### src/rtl/mem_load_unit.sv
// rtl/mem_load_unit.sv - MEM stage: stage register, variable-latency load return, extension, misalign/timeout flags
//
// Holds the EX result under stall/flush control, waits on the data SRAM
// rvalid handshake, extracts and extends B/H/W/D loads and drives WB/bypass.
// Optional feature macro: MEM_LOAD_TIMEOUT_EN (bounded wait with load_timeout).
//
// Ports:
//   i_clk, i_rst            clock, synchronous active-high reset
//   i_stall[5:0]            stall vector; [3] = MEM stop, [4] = WB stop
//   i_flush                 kill the instruction entering or held in MEM
//   i_ex_*                  EX slot: valid, pc, rf_we, rf_waddr, result (load address), load_op
//   i_data_sram_rdata/rvalid  little-endian read data and its valid
//   o_stallreq_mem          stall request while waiting for load data
//   o_wb_*                  WB / bypass interface
//   o_load_misalign/timeout exception flags aligned to o_wb_valid
module mem_load_unit #(
   parameter int          XLEN     = 32,
   parameter int          RF_AW    = 5,
   parameter int unsigned MAX_WAIT = 15
) (
   input  logic             i_clk,
   input  logic             i_rst,
   input  logic [5:0]       i_stall,
   input  logic             i_flush,
   input  logic             i_ex_valid,
   input  logic [31:0]      i_ex_pc,
   input  logic             i_ex_rf_we,
   input  logic [RF_AW-1:0] i_ex_rf_waddr,
   input  logic [XLEN-1:0]  i_ex_result,
   input  logic [2:0]       i_ex_load_op,
   input  logic [XLEN-1:0]  i_data_sram_rdata,
   input  logic             i_data_sram_rvalid,
   output logic             o_stallreq_mem,
   output logic             o_wb_valid,
   output logic [31:0]      o_wb_pc,
   output logic             o_wb_rf_we,
   output logic [RF_AW-1:0] o_wb_rf_waddr,
   output logic [XLEN-1:0]  o_wb_rf_wdata,
   output logic             o_load_misalign,
   output logic             o_load_timeout
);

   localparam int OFF_W = $clog2(XLEN / 8);

   localparam logic [2:0] OP_NONE = 3'b000;
   localparam logic [2:0] OP_LB   = 3'b001;
   localparam logic [2:0] OP_LBU  = 3'b010;
   localparam logic [2:0] OP_LH   = 3'b011;
   localparam logic [2:0] OP_LHU  = 3'b100;
   localparam logic [2:0] OP_LW   = 3'b101;
   localparam logic [2:0] OP_LWU  = 3'b110;
   localparam logic [2:0] OP_LD   = 3'b111;

   typedef enum logic {S_IDLE, S_HAVE} state_t;

   logic             r_valid;
   logic [31:0]      r_pc;
   logic             r_rf_we;
   logic [RF_AW-1:0] r_waddr;
   logic [XLEN-1:0]  r_result;
   logic [2:0]       r_load_op;
   logic [XLEN-1:0]  r_buf;
   state_t           r_state;
   state_t           w_state_nxt;

   logic             w_hold;
   logic             w_is_load;
   logic             w_misalign;
   logic             w_timeout;
   logic             w_capture;
   logic [OFF_W-1:0] w_off;
   logic [XLEN-1:0]  w_raw;
   logic [XLEN-1:0]  w_shifted;
   logic [XLEN-1:0]  w_ext;
   logic             w_unused;

   // Held means the stage register keeps its contents this edge.
   assign w_hold = ~i_rst & ~i_flush & i_stall[3] & i_stall[4];

   always_ff @(posedge i_clk) begin
      if (i_rst || i_flush || (i_stall[3] && !i_stall[4])) begin
         r_valid   <= 1'b0;
         r_pc      <= '0;
         r_rf_we   <= 1'b0;
         r_waddr   <= '0;
         r_result  <= '0;
         r_load_op <= OP_NONE;
      end else if (!i_stall[3]) begin
         r_valid   <= i_ex_valid;
         r_pc      <= i_ex_pc;
         r_rf_we   <= i_ex_rf_we;
         r_waddr   <= i_ex_rf_waddr;
         r_result  <= i_ex_result;
         r_load_op <= i_ex_load_op;
      end
   end

   assign w_off     = r_result[OFF_W-1:0];
   assign w_is_load = r_valid & (r_load_op != OP_NONE);

   always_comb begin
      w_misalign = 1'b0;
      case (r_load_op)
         OP_LH, OP_LHU: w_misalign = w_off[0];
         OP_LW, OP_LWU: w_misalign = |w_off[1:0];
         OP_LD:         w_misalign = |w_off;
         default:       w_misalign = 1'b0;
      endcase
   end

`ifdef MEM_LOAD_TIMEOUT_EN
   localparam int CNT_W = (MAX_WAIT < 1) ? 1 : $clog2(MAX_WAIT + 1);
   logic [CNT_W-1:0] r_wait_cnt;

   // Counts stalled cycles of the held instruction; any stage change restarts it.
   always_ff @(posedge i_clk) begin
      if (i_rst || !w_hold) begin
         r_wait_cnt <= '0;
      end else if (o_stallreq_mem) begin
         r_wait_cnt <= r_wait_cnt + CNT_W'(1);
      end
   end

   assign w_timeout = w_is_load & (r_wait_cnt == CNT_W'(MAX_WAIT));
   assign w_unused  = ^{i_stall[5], i_stall[2:0]};
`else
   logic [31:0] w_unused_max;
   assign w_unused_max = MAX_WAIT;
   assign w_timeout    = 1'b0;
   assign w_unused     = ^{i_stall[5], i_stall[2:0], w_unused_max};
`endif

   // Data arriving while the stage is held would be lost; park it in r_buf.
   assign w_capture = (r_state == S_IDLE) & w_is_load & ~w_misalign & ~w_timeout
                      & i_data_sram_rvalid & w_hold;

   always_ff @(posedge i_clk) begin
      if (i_rst) begin
         r_state <= S_IDLE;
         r_buf   <= '0;
      end else begin
         r_state <= w_state_nxt;
         if (w_capture) begin
            r_buf <= i_data_sram_rdata;
         end
      end
   end

   always_comb begin
      w_state_nxt = r_state;
      case (r_state)
         S_IDLE:  if (w_capture) w_state_nxt = S_HAVE;
         S_HAVE:  if (!w_hold)   w_state_nxt = S_IDLE;
         default: w_state_nxt = S_IDLE;
      endcase
   end

   assign w_raw     = (r_state == S_HAVE) ? r_buf : i_data_sram_rdata;
   assign w_shifted = w_raw >> {w_off, 3'b000};

   always_comb begin
      w_ext = w_shifted;
      case (r_load_op)
         OP_LB:   w_ext = XLEN'(signed'(w_shifted[7:0]));
         OP_LBU:  w_ext = XLEN'(w_shifted[7:0]);
         OP_LH:   w_ext = XLEN'(signed'(w_shifted[15:0]));
         OP_LHU:  w_ext = XLEN'(w_shifted[15:0]);
         // A 32-bit datapath returns the whole bus word for word loads.
         OP_LW:   w_ext = (XLEN == 32) ? w_raw : XLEN'(signed'(w_shifted[31:0]));
         OP_LWU:  w_ext = (XLEN == 32) ? w_raw : XLEN'(w_shifted[31:0]);
         default: w_ext = w_shifted;
      endcase
   end

   assign o_stallreq_mem  = w_is_load & ~w_misalign & (r_state == S_IDLE)
                            & ~i_data_sram_rvalid & ~w_timeout;
   assign o_load_misalign = w_is_load & w_misalign;
   assign o_load_timeout  = w_timeout;
   assign o_wb_valid      = r_valid;
   assign o_wb_pc         = r_pc;
   assign o_wb_rf_waddr   = r_waddr;
   assign o_wb_rf_we      = r_valid & r_rf_we & ~o_load_misalign & ~o_load_timeout;
   assign o_wb_rf_wdata   = (r_load_op != OP_NONE) ? w_ext : r_result;

endmodule
### config.mk
export PLATFORM = sky130hd
export DESIGN_NAME = mem_load_unit
export DESIGN_NICKNAME = d
export VERILOG_FILES = /design/src/rtl/mem_load_unit.sv
export SDC_FILE = /design/constraint.sdc
export NUM_CORES = 1
export LEC_CHECK = 0
export CAP_MARGIN = 20
export CORE_UTILIZATION = 41
export CTS_CLUSTER_SIZE = 30
export DETAILED_ROUTE_END_ITERATION = 7
export HOLD_SLACK_MARGIN = 0.06
export PLACE_DENSITY = 0.87
export REMOVE_ABC_BUFFERS = 1
export SKIP_LAST_GASP = 1
export SYNTH_ARGS = -nofsm -noshare
export SYNTH_HDL_FRONTEND = slang
export SYNTH_SLANG_ARGS = --single-unit
### constraint.sdc
create_clock -name i_clk -period 2.3 [get_ports i_clk]
set_input_delay 0.46 -clock i_clk [delete_from_list [all_inputs] [get_ports i_clk]]
set_output_delay 0.46 -clock i_clk [all_outputs]
set_load 0.01 [all_outputs]
**Yosys cells after proc, flatten, opt, wreduce, memory -nomap -nowiden**

Index checks and enable logic that the tools add are counted.

- Register bits after elaboration: 107
- Input port bits: 116
- Word-level logic and storage cells: 52
- Output and inout port bits: 74

- Mux-type cells: 7
- Shift-type cells: 1
- Bitwise logic cells: 20
- Reductions and logical operators: 9
- Eq/ne operators: 7

Operators by type and width:

| kind | count |
|---|---|
| 32-bit one-hot mux with 5 select lines | 1 |
| 32-bit 2-to-1 mux | 2 |
| 32-bit by 5-bit right shift with 32-bit output | 1 |
| 1-bit bitwise AND | 14 |
| 3-bit equality test, second input constant | 4 |
| 3-bit by 2-bit equality test with 1-bit output, second input constant | 2 |
| 1-bit NOT | 6 |
| 2-bit OR reduction | 3 |
| 1-bit one-hot mux with 2 select lines | 2 |
| 3-bit by 1-bit equality test with 1-bit output, second input constant | 1 |
| 3-bit nonzero test | 1 |
| 3-bit OR reduction | 1 |
| 1-bit logical OR | 2 |
| 1-bit 2-to-1 mux | 2 |
| 1-bit logical AND | 1 |
| 1-bit zero test | 1 |

**Depth between registers and ports, before layout**

Gate-level depths: netlist of the first run.

- Depth in word-level cells: 9
- Gate-level depth with buffers: 8
- Depth with buffers taken out: 4

**Worst setup path before layout of the first run**

Ideal clock, no wire load.

- Path kind: register to output
- Start: register r_result[0]
- End: output o_wb_rf_wdata[16]
- Required time: 1.840 ns
- Cell stages (with the launch flop): 8
- Path slack: -0.054 ns
- Buffers on the path: 3
- Arrival time: 1.894 ns
- Cell sequence: dfxtp_1 -> buf_6 -> inv_1 -> clkbuf_1 -> a22oi_1 -> o32ai_2 -> buf_2 -> o21bai_1

- Cells in the longest elaborated chain, start to end: 3

RTL lines:

| element | RTL line | source |
|---|---|---|
| from (decl) | 60 | `logic [XLEN-1:0] r_result;` |
| from (signal assigned) | 93 | `r_result <= i_ex_result;` |
| 32-bit by 5-bit right shift with 32-bit output | 159 | `assign w_shifted = w_raw >> {w_off, 3'b000};` |
| 32-bit one-hot mux with 5 select lines | 163 | `case (r_load_op)` |
| 32-bit 2-to-1 mux | 183 | `assign o_wb_rf_wdata = (r_load_op != OP_NONE) ? w_ext : r_result;` |
| to (decl) | 38 | `output logic [XLEN-1:0] o_wb_rf_wdata,` |

No other way between the ends.

**Worst setup path in the final report of the first run**

- Start: register r_state
- End: output o_wb_rf_wdata[31]

- Cells in the longest elaborated chain, start to end: 4

RTL lines:

| element | RTL line | source |
|---|---|---|
| from (decl) | 63 | `state_t r_state;` |
| from (signal assigned) | 142 | `r_state <= w_state_nxt;` |
| 32-bit 2-to-1 mux * | 158 | `assign w_raw = (r_state == S_HAVE) ? r_buf : i_data_sram_rdata;` |
| 32-bit by 5-bit right shift with 32-bit output | 159 |  |
| 32-bit one-hot mux with 5 select lines * | 163 |  |
| 32-bit 2-to-1 mux * | 183 |  |

Every way passes the cells marked *; elsewhere a longest branch is shown, timed or not.

==> metrics, run 1 <==
fraction of registers with async set or reset after synthesis 0; DP Worst Slack -912 ps; Yosys top cell by area dfxtp_1; number of CTS-inserted buffers 9; total wire length 19.7 mm; vias in the first global route 5814; number of port buffers 184; worst hold slack 479 ps; area share of the largest cell type after synthesis 0.389; hold path cells 2; Synth Instances 575; Critical Path Max Stage Delay 540 ps; Fmax 353 MHz; Post-synth top cells dfxtp_1 (107), mux2i_1 (98), nor2_1 (92), clkbuf_1 (33), mux2_2 (29); initial antenna violation count 0; worst reg2reg endpoint r_buf[24]; # setup viols final 35; Worst Hold Class reg2reg; R2R Setup Slk 20 ps; DRT iter0 DRCs 366; Remaining DRCs 0; Max Cap Violations 0; pin count of the biggest net entering global routing 76; post-route minimum period 2830 ps; all-layer global routing usage 0.274; Final Cycle Share 1.23; cell with the most instances after synthesis dfxtp_1; GPL Wtd Cong 0.984; total gr overflow 0; failing checks setup timing; P&R area growth vs syn 60.3%; Die Wd 118 µm; CP Capture Type primary output; crit path cell chain mux4_2 -> a22oi_2 -> o32ai_4 -> buf_4 -> buf_12 -> a221o_1 -> buf_2; I/O pins 190; die height 118 µm; Slowest cell on crit path mux4_2; CTS clk-pin slew, worst paths 70 ps; post-synth cell types 50; DIE AREA 13900 µm²; RSZ-0062 raised after global routing true; Vias 5691; hold endpoint r_buf[5]; ant diodes 0; final hold viol count 0; worst r2r path cells 9; cell area power density 505 nW/µm²; row count 41; Clock Latency Late Sink 360 ps; Final #Nets 942; hold path startpoint r_buf[5]; core footprint 12900 µm²; Starting Density 0.428; main area contributors after synthesis dfxtp_1 (39%), mux2i_1 (18%), nor2_1 (6.3%); syn avg cell area 9.58 µm²; synthesized cell area 5510 µm²; clock skew 4.86 ps; Avg Vias per Cell 5.67; CTS tree built; critical path type reg2out; CTS root buf clkbuf_16; maximum buffer depth of the clock tree 2; Post-DP Area 8020 µm²; Syn. warnings 0; Post-DP HPWL 13.7 mm; Synth Register Bits 107; Most used DFF post-synth dfxtp_1; critical path required time 1840 ps; Max FO, Critical Path 7; kind of cell adding the most delay to the critical path compound AO/OA/AOI/OAI gates; Worst slew margin 0.482; fillers 935; Arr. time, crit path 2370 ps; final setup margin -529 ps; Seq/Total Area, Yosys 0.389; max-slew violations 0; Pre-antenna DRT Iters 5; routed len/inst 19.7 µm; Critical R2R Launch r_load_op[1]; # H-tree levels 3; layout cells sized above 1 0.303; status complete, but fails checks; Final ANT Viol Nets 0; Post-CTS Hold Buffers 0; Static Leak 3.72 nW; final core utilization 0.686; Final Cell Area 8830 µm²; CP bufs+invs 3; CP startpoint kind flop; Max VDD drop 0.000517 V; Slew @ Worst Pin 775 ps; first-pass GRT wire length 29.9 mm; EDFF count, synth 0; CTS Sinks 107
-- flip-flops by register name, summed over array words and instances (netlist names) --
register and flops:
o_wb_pc 32, o_wb_rf_waddr 5, o_wb_valid 1, r_buf 32, r_load_op 3, r_result 32
r_rf_we 1, r_state 1
-- cells by family after synthesis --
kind of cell / count (synthesis) / synth area share
multiplexers: 138 / 0.270
AND/OR/NAND/NOR: 168 / 0.145
AO/OA/AOI/OAI: 103 / 0.146
other: 1 / 0.000681
buffers and inverters: 57 / 0.0479
XOR/XNOR: 1 / 0.00159
flip-flops: 107 / 0.389
-- worst min-delay path, stage by stage, from the launching register on --
cell,delay [ps]
dfxtp_1,310
o31ai_1,60
a21oi_1,60
-- cell type report --
class,count,area [µm²],share of cell area
sequential,107,2150,0.244
multi-input combinational,411,3480,0.394
clock inverter,7,83.8,0.00949
tap,172,215,0.0244
timing repair buffer,293,2660,0.301
clock buffer,9,225,0.0255
inverter,4,15.0,0.00170
-- what timing repair did --
action | CTS | global route
setup endpoints to repair | 50 | 53
gates cloned | 3 | 0
pin swaps | 18 | 11
gates resized for setup | 207 | 44
buffers inserted | 21 | 7
-- how the worst max path moves through the flow --
stage / cells past startpoint / endpoint / start
floorplan: 3 / o_wb_pc[0] / i_stall[3]
global placement: 6 / o_wb_rf_wdata[8] / i_data_sram_rdata[31]
detailed placement: 7 / o_wb_rf_wdata[7] / i_data_sram_rdata[23]
CTS: 7 / o_wb_rf_wdata[29] / r_state
global route: 7 / o_wb_rf_wdata[31] / r_state
finish: 7 / o_wb_rf_wdata[31] / r_state
-- power breakdown --
part | switching (mW) | internal [mW] | total [mW]
sequential | 0.0218 | 1.89 | 1.91
clock | 0.773 | 0.866 | 1.64
combinational | 0.415 | 0.499 | 0.914
total | 1.21 | 3.25 | 4.46
-- per-stage QoR --
step	TNS, ps	cells	total power [mW]
floorplan	-207810	522	2.25
global placement	-23800	960	2.78
detailed placement	-24910	960	2.79
CTS	-14930	1000	4.44
global route	-16280	1003	4.61
finish	-13680	1003	4.46
-- cell usage in the layout (no fill, tap or decap), drive strengths merged, types with 4 or more instances in the layout --
cell           instances
o2bb2ai                7
clkbuf                10
inv                    7
o21ai                  6
nor2b                 20
a211o                  6
buf                  142
o221ai                 5
mux2i                 98
o311ai                 7
nor2                  92
a21o                   4
clkdlybuf4s50        144
nand2                 12
o31ai                 14
or3                    8
a21oi                 16
dfxtp                107
dlygate4sd2            4
mux2                  38
a221o                  9
nand4                 15
a221oi                10
and2                   8
o22a                   5
-- routing by layer --
| layer | vias up | global-route usage | wire (µm) | part of all wire |
|---|---|---|---|---|
| li1 | 2600 | - | - | - |
| met1 | 2748 | 0.300 | 7530 | 0.38 |
| met2 | 279 | 0.479 | 9920 | 0.50 |
| met3 | 64 | 0.0790 | 1450 | 0.073 |
| met4 | 0 | 0.140 | 825 | 0.042 |
| met5 | - | 0 | 0 | 0 |
No activity file was read; power rests on OpenSTA's default activity.
==> run 2: changes to the inputs <==
Settings changed: TNS_END_PERCENT set to 20.
==> metrics, run 2 (same netlist as run 1, synthesis figures left out) <==
status complete, but fails checks (unchanged); failing checks setup timing (unchanged); R2R Setup Slk -60 ps (was 20 ps); DP Cell Count 960 (unchanged); layout cells sized above 1 0.242 (was 0.303); CTS tree built (unchanged); commonest non-fill, non-tap cell in the layout clkdlybuf4s50_1 (unchanged); Final Instance Count excl. Fillers 990 (was 1003); Final Cycle Share 1.24 (was 1.23); final core utilization 0.660 (was 0.686); footprint of the multi-input gates 3260 µm² (was 3480 µm²); worst r2r path cells 8 (was 9); total gr overflow 0 (unchanged); hold path cells 2 (unchanged); hold path startpoint r_buf[6] (was r_buf[5]); RSZ-0062 raised after global routing true (unchanged); CTS clk-pin slew, worst paths 70 ps (about the same); die height 118 µm (unchanged); DIE AREA 13900 µm² (unchanged); number of port buffers 184 (unchanged); Switching Fraction 0.267 (was 0.271); CP Capture Type primary output (unchanged); ant diodes 0 (unchanged); post-route minimum period 2860 ps (was 2830 ps); # H-tree levels 3 (unchanged); pin count of the biggest net entering global routing 76 (unchanged); Final ANT Viol Nets 0 (unchanged); overall power 4.40 mW (was 4.46 mW); final hold viol count 0 (unchanged); Max FO, Critical Path 7 (unchanged); Post-DP HPWL 13.7 mm (unchanged); Post-CTS Hold Buffers 0 (unchanged); Fmax 350 MHz (was 353 MHz); CTS Sinks 107 (unchanged); CTS root buf clkbuf_16 (unchanged); Reg area 2150 µm² (about the same); commonest non-fill, non-tap cells in the layout clkdlybuf4s50_1 (147), dfxtp_1 (105), mux2i_1 (96) (was clkdlybuf4s50_1 (144), dfxtp_1 (102), nor2_1 (89), mux2i_1 (89), buf_4 (89)); Vias 5453 (was 5691); Starting Density 0.428 (unchanged); Critical R2R Launch r_load_op[1] (unchanged); combinational share of power 0.194 (was 0.205); hold endpoint r_buf[6] (was r_buf[5]); P&R area growth vs syn 54.3% (was 60.3%); register share of total power 0.434 (was 0.428); Slew @ Worst Pin 721 ps (was 775 ps); CP startpoint kind flop (unchanged); critical path required time 1840 ps (about the same); worst reg2reg endpoint r_buf[3] (was r_buf[24]); fillers 995 (was 935); # setup viols final 52 (was 35); critical path type reg2out (unchanged); final setup margin -558 ps (was -529 ps); Static Leak 3.60 nW (was 3.72 nW); row count 41 (unchanged); Max VDD drop 0.000515 V (was 0.000517 V); Worst Hold Class reg2reg (unchanged); worst hold slack 475 ps (was 479 ps); P_int 3.22 mW (was 3.25 mW); first-pass GRT wire length 29.0 mm (was 29.9 mm); max-slew violations 0 (unchanged); DP Worst Slack -912 ps (unchanged); Arr. time, crit path 2400 ps (was 2370 ps); Worst slew margin 0.519 (was 0.482); Die Wd 118 µm (unchanged); I/O pins 190 (unchanged); clock network fraction of design power 0.372 (was 0.367); Clock Latency Late Sink 360 ps (about the same); vias in the first global route 5639 (was 5814); all-layer global routing usage 0.266 (was 0.274); GPL Wtd Cong 0.984 (unchanged); Avg Vias per Cell 5.51 (was 5.67); total wire length 18.7 mm (was 19.7 mm); routed len/inst 18.8 µm (was 19.7 µm); core footprint 12900 µm² (unchanged); Max Cap Violations 0 (unchanged); maximum buffer depth of the clock tree 2 (unchanged); Pre-antenna DRT Iters 5 (unchanged); clock skew 5.13 ps (was 4.86 ps); cell area power density 517 nW/µm² (was 505 nW/µm²); Final #Nets 929 (was 942); number of CTS-inserted buffers 9 (unchanged); Remaining DRCs 0 (unchanged); DRT iter0 DRCs 226 (was 366); initial antenna violation count 0 (unchanged); Psw 1.17 mW (was 1.21 mW)
-- run 2: changes by cell type in the layout (fill, tap and decap cells not counted), sizes merged --
cell / before / now
dlymetal6s2s: 0 / 2
dlygate4sd2: 4 / 12
bufbuf: 1 / 0
clkdlybuf4s50: 144 / 147
buf: 142 / 116
clkdlybuf4s15: 1 / 2
-- run 2: metrics by stage --
step	instance area (µm²)	setup TNS, ps
2_1_floorplan	5260	-207810
3_5_place_dp	8020	-24910
6_report	8500	-16180
3_3_place_gp	8020	-23800
4_1_cts	8420	-17470
5_1_grt	8500	-20670
-- run 2: metal layers --
| layer | up-vias | GRT usage | part of all wire |
|---|---|---|---|
| met5 | - | 0 | 0 |
| met4 | 0 | 0.139 | 0.038 |
| met3 | 55 | 0.0819 | 0.070 |
| met2 | 232 | 0.458 | 0.50 |
| met1 | 2589 | 0.292 | 0.39 |
| li1 | 2577 | - | - |
-- run 2: critical path: stages (launching register included) --
cell	delay, ps
dfxtp_4	410
mux4_2	540
a22oi_2	260
o32ai_4	140
buf_12	160
buf_12	120
a221o_1	260
buf_2	140
-- run 2: worst max-delay path by stage --
stage                               start                end  slack, ps  cells after the start
floorplan                      i_stall[3]         o_wb_pc[0]      -2370                      3
global placement    i_data_sram_rdata[31]   o_wb_rf_wdata[8]       -860                      6
detailed placement  i_data_sram_rdata[23]   o_wb_rf_wdata[7]       -910                      7
CTS                               r_state  o_wb_rf_wdata[29]       -550                      7
global route                      r_state  o_wb_rf_wdata[29]       -650                      7
finish                            r_state  o_wb_rf_wdata[29]       -560                      7
-- run 2: final cells by class --
type	instances	share of cell area
clock buffer	9	0.0265
clock inverter	7	0.00986
inverter	4	0.00177
multi-input combinational	411	0.384
sequential	107	0.253
tap	172	0.0253
timing repair buffer	280	0.300
-- run 2: what timing repair did --
item	in CTS	in global routing
endpoints found under the setup margin	50	53
gates cloned	1	0
buffers inserted	8	6
resized for setup	101	33
pin swaps	3	5
-- run 2: power by group through the flow --
stage	sequential (mW)	combinational [mW]	clock, mW
after floorplan	1.96	0.294	0
after global placement	1.95	0.829	0
after detailed placement	1.95	0.843	0
after CTS	1.91	0.828	1.66
after global routing	1.91	0.904	1.74
final	1.91	0.854	1.63
==> run 3: changes to the inputs <==
Settings changed: CAP_MARGIN 20 to 25, CORE_UTILIZATION 41 to 25, PLACE_DENSITY 0.87 to 0.62.
==> metrics, run 3 (same netlist as run 1, synthesis figures left out) <==
status complete, but fails checks (unchanged); failing checks setup timing (unchanged); Pre-antenna DRT Iters 4 (was 5); commonest non-fill, non-tap cell in the layout clkdlybuf4s50_1 (unchanged); layout cells sized above 1 0.245 (was 0.242); first-pass GRT wire length 29.6 mm (was 29.0 mm); die height 150 µm (was 118 µm); Worst slew margin 0.468 (was 0.519); total wire length 19.7 mm (was 18.7 mm); CTS root buf clkbuf_16 (unchanged); row count 53 (was 41); Max Cap Violations 0 (unchanged); Slew @ Worst Pin 798 ps (was 721 ps); maximum buffer depth of the clock tree 2 (unchanged); Vias 5347 (was 5453); max-slew violations 0 (unchanged); Avg Vias per Cell 4.83 (was 5.51); all-layer global routing usage 0.175 (was 0.266); post-route minimum period 2870 ps (was 2860 ps); cell area power density 492 nW/µm² (was 517 nW/µm²); hold path startpoint i_stall[3] (was r_buf[6]); Worst setup startpoint r_result[0] (was r_state); Worst Hold Class in2reg (was reg2reg); number of CTS-inserted buffers 9 (unchanged); hold path cells 2 (unchanged); hold endpoint r_state (was r_buf[6]); clock skew 9.11 ps (was 5.13 ps); DIE AREA 22600 µm² (was 13900 µm²); Max FO, Critical Path 6 (was 7); I/O pins 190 (unchanged); final setup margin -565 ps (was -558 ps); Die Wd 150 µm (was 118 µm); R2R Setup Slk -10 ps (was -60 ps); P&R area growth vs syn 58.0% (was 54.3%); Final ANT Viol Nets 0 (unchanged); CTS clk-pin slew, worst paths 80 ps (was 70 ps); ant diodes 0 (unchanged); Remaining DRCs 0 (unchanged); pin count of the biggest net entering global routing 75 (was 76); routed len/inst 17.8 µm (was 18.8 µm); Final #Nets 943 (was 929); critical path required time 1840 ps (about the same); Clock Latency Late Sink 350 ps (was 360 ps); Post-DP HPWL 14.7 mm (was 13.7 mm); CP Capture Type primary output (unchanged); vias in the first global route 5268 (was 5639); GPL Wtd Cong 0.854 (was 0.984); initial antenna violation count 2 (was 0); RSZ-0062 raised after global routing true (unchanged); worst r2r path cells 8 (unchanged); final hold viol count 0 (unchanged); Critical R2R Launch r_result[0] (was r_load_op[1]); DP Worst Slack -957 ps (was -912 ps); Max VDD drop 0.000311 V (was 0.000515 V); Final Cycle Share 1.25 (was 1.24); DRT iter0 DRCs 243 (was 226); # H-tree levels 3 (unchanged); core footprint 21300 µm² (was 12900 µm²); worst hold slack 422 ps (was 475 ps); total gr overflow 0 (unchanged); Fmax 349 MHz (was 350 MHz); Static Leak 3.63 nW (was 3.60 nW); number of port buffers 184 (unchanged); CP startpoint kind flop (unchanged); CTS Sinks 107 (unchanged); commonest non-fill, non-tap cells in the layout clkdlybuf4s50_1 (147), dfxtp_1 (106), mux2i_1 (97) (was clkdlybuf4s50_1 (147), dfxtp_1 (105), mux2i_1 (96)); Starting Density 0.259 (was 0.428); Arr. time, crit path 2410 ps (was 2400 ps); critical path type reg2out (unchanged); CTS tree built (unchanged); worst reg2reg endpoint r_buf[3] (unchanged); # setup viols final 40 (was 52)
[run 3: cell count changes in the layout (fill, tap and decap cells not counted), sizes merged]
cell,previous run,this run
buf,116,130
dlygate4sd2,12,14
dlymetal6s2s,2,0
bufinv,1,0
clkbuf,10,11
clkdlybuf4s15,2,1
clkinvlp,2,3
inv,7,6
[run 3: power breakdown]
group	internal, mW	switching, mW	total [mW]
clock	0.744	0.757	1.50
combinational	0.484	0.392	0.877
sequential	1.89	0.0197	1.90
total	3.11	1.17	4.28
[run 3: routing by layer]
| metal | GRT usage | wire (µm) | up-vias | part of all wire |
|---|---|---|---|---|
| met4 | 0.0551 | 367 | 2 | 0.019 |
| li1 | - | - | 2601 | - |
| met2 | 0.285 | 9210 | 162 | 0.47 |
| met1 | 0.224 | 8690 | 2563 | 0.44 |
| met5 | 0 | 15 | - | 0.00076 |
| met3 | 0.0479 | 1430 | 19 | 0.073 |
[run 3: critical path, cell delays in order, from the launching register on]
cell             delay [ps]
dfxtp_1                 320
buf_4                   130
buf_4                   150
a22o_1                  240
a221o_1                 360
nor3_1                  250
clkdlybuf4s50_1         600
[run 3: how the worst max path moves through the flow]
stage                     slack (ps)                 to  cells after the start
after global placement          -930   o_wb_rf_wdata[9]                      6
final                           -570     o_stallreq_mem                      6
after global routing            -630  o_wb_rf_wdata[18]                      6
after detailed placement        -960   o_wb_rf_wdata[9]                      6
after floorplan                -2370         o_wb_pc[0]                      3
after CTS                       -590  o_wb_rf_wdata[25]                      7
[run 3: repair_timing]
item,CTS,global route
gates resized for setup,126,9
endpoints found under the setup margin,43,52
hold buffers,0,0
setup buffers,15,0
endpoints found under the hold margin,0,0
cloned,1,0
pin swaps,5,2
[run 3: final cells by class]
type / instances / area (µm²)
clock buffer: 9 / 225
clock inverter: 6 / 51.3
fill: 2121 / 12600
inverter: 4 / 15.0
multi-input combinational: 411 / 3230
sequential: 107 / 2150
tap: 275 / 344
timing repair buffer: 294 / 2700
[run 3: stage by stage]
step	std cells	setup TNS (ps)	util	power [mW]	area, µm²
6_report	1106	-17070	0.409	4.28	8700
5_1_grt	1106	-20820	0.409	4.50	8700
4_1_cts	1106	-18290	0.408	4.36	8680
3_5_place_dp	1075	-25410	0.389	2.84	8280
3_3_place_gp	1075	-24950	0.389	2.84	8280
2_1_floorplan	522	-207810	-	2.25	5260
